$ cat src/rtl/br_resolve_pkg.sv
// Shared types and the commit-queue age helper for branch resolution.
package br_resolve_pkg;

    localparam int LNC  = 5;
    localparam int XLEN = 64;
    localparam int DECW = 4;

    typedef logic [LNC-1:0] cidx_t;

    typedef enum logic {
        IDLE = 1'b0,
        PEND = 1'b1
    } state_e;

    typedef struct packed {
        logic [XLEN-2:0] pc;
        logic            is_short;
        logic [DECW-2:0] dec;
        cidx_t           addr;
    } redirect_t;

    // Distance from the commit head; smaller means older.
    function automatic cidx_t age(input cidx_t idx, input cidx_t head);
        return cidx_t'(idx - head);
    endfunction

endpackage

$ cat src/rtl/br_age_select.sv
// Combinational picker of the oldest asserted mispredict report.
module br_age_select
    import br_resolve_pkg::*;
#(
    parameter int NALU = 2,
    parameter int LW   = (NALU > 1) ? $clog2(NALU) : 1
) (
    input  logic [NALU-1:0]     en_i,
    input  logic [NALU*LNC-1:0] addr_i,
    input  cidx_t               head_i,
    output logic                valid_o,
    output logic [LW-1:0]       lane_o,
    output cidx_t               age_o
);

    cidx_t a;

    // Strict compare keeps the lowest lane on equal ages.
    always_comb begin
        valid_o = 1'b0;
        lane_o  = '0;
        age_o   = '0;
        a       = '0;
        for (int i = 0; i < NALU; i++) begin
            a = age(addr_i[i*LNC +: LNC], head_i);
            if (en_i[i] && (!valid_o || a < age_o)) begin
                valid_o = 1'b1;
                lane_o  = LW'(i);
                age_o   = a;
            end
        end
    end

endmodule

$ cat src/rtl/br_resolve.sv
// Oldest-redirect collector with kill-mask broadcast and fetch handshake.
// Optional counters enabled by BR_RESOLVE_STATS_EN.
module br_resolve
    import br_resolve_pkg::*;
#(
    parameter int NALU     = 2,
    parameter int NCOMMIT  = 32,
    parameter int LNCOMMIT = LNC,
    parameter int RV       = XLEN,
    parameter int BDEC     = DECW
) (
    input  logic                    clk,
    input  logic                    reset,
    input  logic [NALU-1:0]         br_enable,
    input  logic [NALU*LNCOMMIT-1:0] br_addr,
    input  logic [NALU*(RV-1)-1:0]  br_target,
    input  logic [NALU-1:0]         br_short,
    input  logic [NALU*(BDEC-1)-1:0] br_dec,
    input  logic [LNCOMMIT-1:0]     commit_head,
    input  logic [LNCOMMIT-1:0]     commit_tail,
    input  logic                    trap_flush,
    output logic [NCOMMIT-1:0]      commit_kill,
    output logic                    redirect_valid,
    input  logic                    redirect_ready,
    output logic [RV-2:0]           redirect_pc,
    output logic                    redirect_short,
    output logic [BDEC-2:0]         redirect_dec
`ifdef BR_RESOLVE_STATS_EN
    ,
    output logic [31:0]             stat_redirects,
    output logic [31:0]             stat_replaced
`endif
);

    localparam int LW = (NALU > 1) ? $clog2(NALU) : 1;

    state_e           state_q, state_d;
    redirect_t        red_q, red_d, red_new;
    logic [NCOMMIT-1:0] kill_q, kill_d, mask;

    logic             sel_v;
    logic [LW-1:0]    sel_lane;
    cidx_t            sel_age;
    cidx_t            pend_age;
    cidx_t            ai;
    logic [LNC:0]     tail_age;
    logic             take;

    br_age_select #(.NALU(NALU)) u_sel (
        .en_i    (br_enable),
        .addr_i  (br_addr),
        .head_i  (commit_head),
        .valid_o (sel_v),
        .lane_o  (sel_lane),
        .age_o   (sel_age)
    );

    assign pend_age = age(red_q.addr, commit_head);
    assign take     = sel_v && (state_q == IDLE || sel_age < pend_age);
    assign tail_age = (commit_tail == commit_head) ? (LNC+1)'(NCOMMIT)
                                                   : {1'b0, age(commit_tail, commit_head)};

    always_comb begin
        red_new.pc       = br_target[int'(sel_lane)*(RV-1) +: RV-1];
        red_new.is_short = br_short[sel_lane];
        red_new.dec      = br_dec[int'(sel_lane)*(BDEC-1) +: BDEC-1];
        red_new.addr     = br_addr[int'(sel_lane)*LNCOMMIT +: LNCOMMIT];
    end

    // Kill strictly between the branch and the tail; the branch survives.
    always_comb begin
        mask = '0;
        ai   = '0;
        for (int i = 0; i < NCOMMIT; i++) begin
            ai      = age(cidx_t'(i), commit_head);
            mask[i] = (sel_age < ai) && ({1'b0, ai} < tail_age);
        end
    end

    always_comb begin
        state_d = state_q;
        red_d   = red_q;
        kill_d  = '0;
        if (trap_flush) begin
            state_d = IDLE;
        end else if (take) begin
            state_d = PEND;
            red_d   = red_new;
            kill_d  = mask;
        end else if (state_q == PEND && redirect_ready) begin
            state_d = IDLE;
        end
    end

    always_ff @(posedge clk or negedge reset) begin
        if (!reset) begin
            state_q <= IDLE;
            red_q   <= '0;
            kill_q  <= '0;
        end else begin
            state_q <= state_d;
            red_q   <= red_d;
            kill_q  <= kill_d;
        end
    end

    assign redirect_valid = (state_q == PEND);
    assign commit_kill    = kill_q;
    assign redirect_pc    = red_q.pc;
    assign redirect_short = red_q.is_short;
    assign redirect_dec   = red_q.dec;

`ifdef BR_RESOLVE_STATS_EN
    logic [31:0] redir_q, repl_q;

    always_ff @(posedge clk or negedge reset) begin
        if (!reset) begin
            redir_q <= '0;
            repl_q  <= '0;
        end else if (!trap_flush && state_q == PEND) begin
            if (redirect_ready) redir_q <= redir_q + 32'd1;
            if (take)           repl_q  <= repl_q + 32'd1;
        end
    end

    assign stat_redirects = redir_q;
    assign stat_replaced  = repl_q;
`endif

endmodule
$ cat config.mk
export PLATFORM = sky130hd
export DESIGN_NAME = br_resolve
export DESIGN_NICKNAME = d
export VERILOG_FILES = /design/src/rtl/br_resolve_pkg.sv /design/src/rtl/br_age_select.sv /design/src/rtl/br_resolve.sv
export SDC_FILE = /design/constraint.sdc
export NUM_CORES = 1
export LEC_CHECK = 0
export CAP_MARGIN = 20
export CORE_ASPECT_RATIO = 0.5
export CORE_MARGIN = 1
export CORE_UTILIZATION = 45
export DETAILED_ROUTE_END_ITERATION = 7
export PLACE_DENSITY = 0.84
export SYNTH_ARGS = -nofsm -noshare
export SYNTH_HDL_FRONTEND = slang
export SYNTH_SLANG_ARGS = --single-unit
$ cat constraint.sdc
create_clock -name clk -period 3.4 [get_ports clk]
set_clock_uncertainty 0.2 [all_clocks]
set_input_delay 0.68 -clock clk [delete_from_list [all_inputs] [get_ports clk]]
set_output_delay 0.68 -clock clk [all_outputs]
set_load 0.005 [all_outputs]
==> flow_summary_export.csv <==
group,metric,value,unit
setup_path,max_stage_delay,0.37,ns
clock_network,cts_buffers,9,
power,p_per_area,613,nW/µm²
cells_and_area,fill_cells,1308,
drt,dr.pass1.iters,5,
power,report.power.total,8720,µW
setup_path,cp_slowest_cell,"a221o_1",
drt,vias,9095,
timing,max_freq,214,MHz
setup_path,ff2ff_setup_slack,-0.15,ns
logic_synthesis,synth_edf_count,0,
setup_path,crit_type,"input pin to register",
logic_synthesis,synthCells,988,
logic_synthesis,synthFlopType,"dfrtp_1",
cells_and_area,final_cell_mix,"246 x clkdlybuf4s50_1, 152 x buf_4, 134 x ha_1",
timing,period_share,137,%
power,switchingPower,3440,µW
placed_design,dp_hpwl,21900,µm
timing,fin_crit,4.67,ns
setup_path,worstPathMaxFanout,73,
timing,max_slew.worst_pin.slew,0.887,ns
logic_synthesis,yosysWarnings,0,
power,switching_share,39.4,%
cells_and_area,area_growth,52.8,%
global_routing,antenna_found_initial,1,
clock_network,tritoncts,"built",
timing,drv_slew,0,
logic_synthesis,netlist.area_leader.share,28.2,%
logic_synthesis,syn_avg_cell_area,9.43,µm²
global_routing,grt_pass1_vias,9514,
timing,finalSetupViolations,105,
global_routing,grtUsageTotal,29.3,%
clock_network,clockBufferDepth,2,
cells_and_area,layout_commonest_cell,"clkdlybuf4s50_1",
cells_and_area,nNetsFinal,1638,
run_status,status,"finished, violations left",
timing,hold_violations,0,
floorplan,die_h,104,µm
clock_network,clockRootBuffer,"clkbuf_16",
drt,drc,0,
global_routing,overflow,0,
power,p_leak,0.00676,µW
power,p_seq_share,23.5,%
setup_path,crit_required,3.43,ns
placed_design,post-place-cells,1540,
setup_path,crit_arrival,4.70,ns
global_routing,grt_first_pass_wirelength,49300,µm
logic_synthesis,synth_top_cell_by_area,"dfrtp_1",
setup_path,end_kind,"register",
power,power_frac_clock,12.3,%
logic_synthesis,synth.area.top_cells,"dfrtp_1 28%, ha_1 19%, mux2i_1 7.8%, o21ai_0 7.8%, buf_4 5.9%",
global_routing,grt_max_degree,74,
setup_path,crit_chain,"buf_8 -> clkinvlp_4 -> buf_6 -> fa_2 -> a21o_1 -> a21oi_2 -> xnor2_2 -> ha_4 -> and2_4 -> a221o_1 -> a21oi_4 -> nand2_2 -> o21ai_4 -> ha_1 -> and2_4 -> a311o_2 -> buf_6 -> buf_12 -> o21ai_0 -> o21ai_4",
placed_design,place.gp.congestion,0.884,
drt,vias_per_cell,5.67,
logic_synthesis,async_flop_share,100,%
logic_synthesis,synth_cell_types,59,
run_status,violations,"negative setup slack",
job,drv_cap,0,
floorplan,design.core.area,19900,µm²
placed_design,portBuffers,259,
clock_network,clock-sinks,105,
drt,wl_per_cell,20.4,µm
floorplan,start_util,46.9,%
clock_network,path_clk_slew,0.08,ns
drt,wirelength,32700,µm
worst_hold_path,hold_path.class,"input pin to async pin",
logic_synthesis,synth_area,9320,µm²
drt,drtIter0Drc,658,
clock_network,ctsHoldBuffers,0,
power,power_frac_comb,64.2,%
cells_and_area,finalNonFillerCells,1603,
logic_synthesis,synth_nets,1295,
floorplan,die_area,21300,µm²
power,intPower,5280,µW
floorplan,num_rows,36,
setup_path,crit_path_start_kind,"input pin",
placed_design,dpl_worst_slack,-2.18,ns
logic_synthesis,ys_ff_latch,105,
timing,tns,-122.13,ns
timing,rsz0062_at_grt,"true",
logic_synthesis,yosysSeqAreaShare,28.2,%
cells_and_area,layout-drive-gt1-share,25.4,%
floorplan,die_x,206,µm
floorplan,io-pin-count,260,
timing,layout_setup_ws,-1.27,ns
power,ir_drop,0.282,mV
clock_network,clk_latency,0.36,ns
timing,slew_headroom,40.9,%
clock_network,cts_htree_levels,3,
drt,ant_nets,0,
==> kinds of logic after synthesis <==
kind of cell / synth area share (%)
AOI/OAI and AO/OA: 22.4
xor gates and xnor gates: 4.89
adders and majority gates: 21.2
buffers and inverters: 11.1
DFF: 28.2
muxes: 7.84
and+or+nand+nor: 4.44
==> cell usage after synthesis (all sizes together), types with 23 or more instances <==
master  number
clkbuf      25
a21oi       55
ha         143
inv         76
buf         89
o21ai      163
a21o        33
dfrtp      105
xnor2       44
a211oi      23
mux2i       73
o21bai      25
==> stage by stage <==
| step | hold slack [ns] | util (%) | instance area [µm²] |
|---|---|---|---|
| after detailed placement | 0.295 | 64.3 | 12800 |
| after CTS | 0.251 | 70.2 | 13900 |
| after global placement | 0.290 | 64.3 | 12800 |
| after global routing | 0.289 | 71.7 | 14200 |
| after floorplan | 0.184 | - | 9420 |
| final | 0.223 | 71.7 | 14200 |
==> area by class of cell <==
class                      count  area [µm²]  area share [%]
tap                          266         333            2.34
antenna                        1        2.50          0.0176
multi-input combinational    693        6320            44.4
timing repair buffer         445        4360            30.7
sequential                   105        2630            18.5
inverter                      77         293            2.06
clock buffer                  11         253            1.78
clock inverter                 5        43.8           0.308
==> sequential cells by signal, summed over array words and instances, names as in the netlist <==
signal and flops:
redirect_short 1, redirect_pc 63, redirect_valid 1, red_q 5, redirect_dec 3, commit_kill 32
==> critical path, delay by kind of cell <==
family                   cells  cell delay (ns)
AO/OA/AOI/OAI                8             1.81
adder cells (fa/ha/maj)      3             0.84
buffers and inverters        5             0.74
AND/OR/NAND/NOR              3             0.41
XOR/XNOR                     1             0.18
==> metal layers <==
| metal | global-route usage (%) | share of wire [%] |
|---|---|---|
| met5 | 0 | 0 |
| met4 | 13.8 | 3.6 |
| met1 | 35.8 | 42 |
| met2 | 50.5 | 49 |
| met3 | 4.63 | 5.8 |
==> path summary, 6_finish.rpt <==
path,cells after the start,start,end
min in group clk,2,redirect_pc[9],redirect_pc[9]
setup reg to reg,14,red_q[0],redirect_pc[49]
setup / recovery,20,commit_head[1],redirect_pc[49]
hold reg to reg,2,redirect_pc[9],redirect_pc[9]
hold / removal,1,reset,commit_kill[3]
max in group asynchronous,2,reset,commit_kill[6]
==> power groups by stage <==
stage	clock network [µW]	registers, µW	logic [µW]
6_report	1070	2050	5600
5_1_grt	1130	2110	5980
4_1_cts	1090	2030	5160
3_5_place_dp	0	2040	4420
3_3_place_gp	0	2020	4220
2_1_floorplan	0	1990	2670
==> timing repair <==
item | 4_1_cts | 5_1_grt
setup endpoints to repair | 105 | 105
cloned | 6 | 7
gates resized for setup | 176 | 47
setup buffers | 30 | 7
pin swaps | 50 | 46
Power figures use the tool's default switching activity.
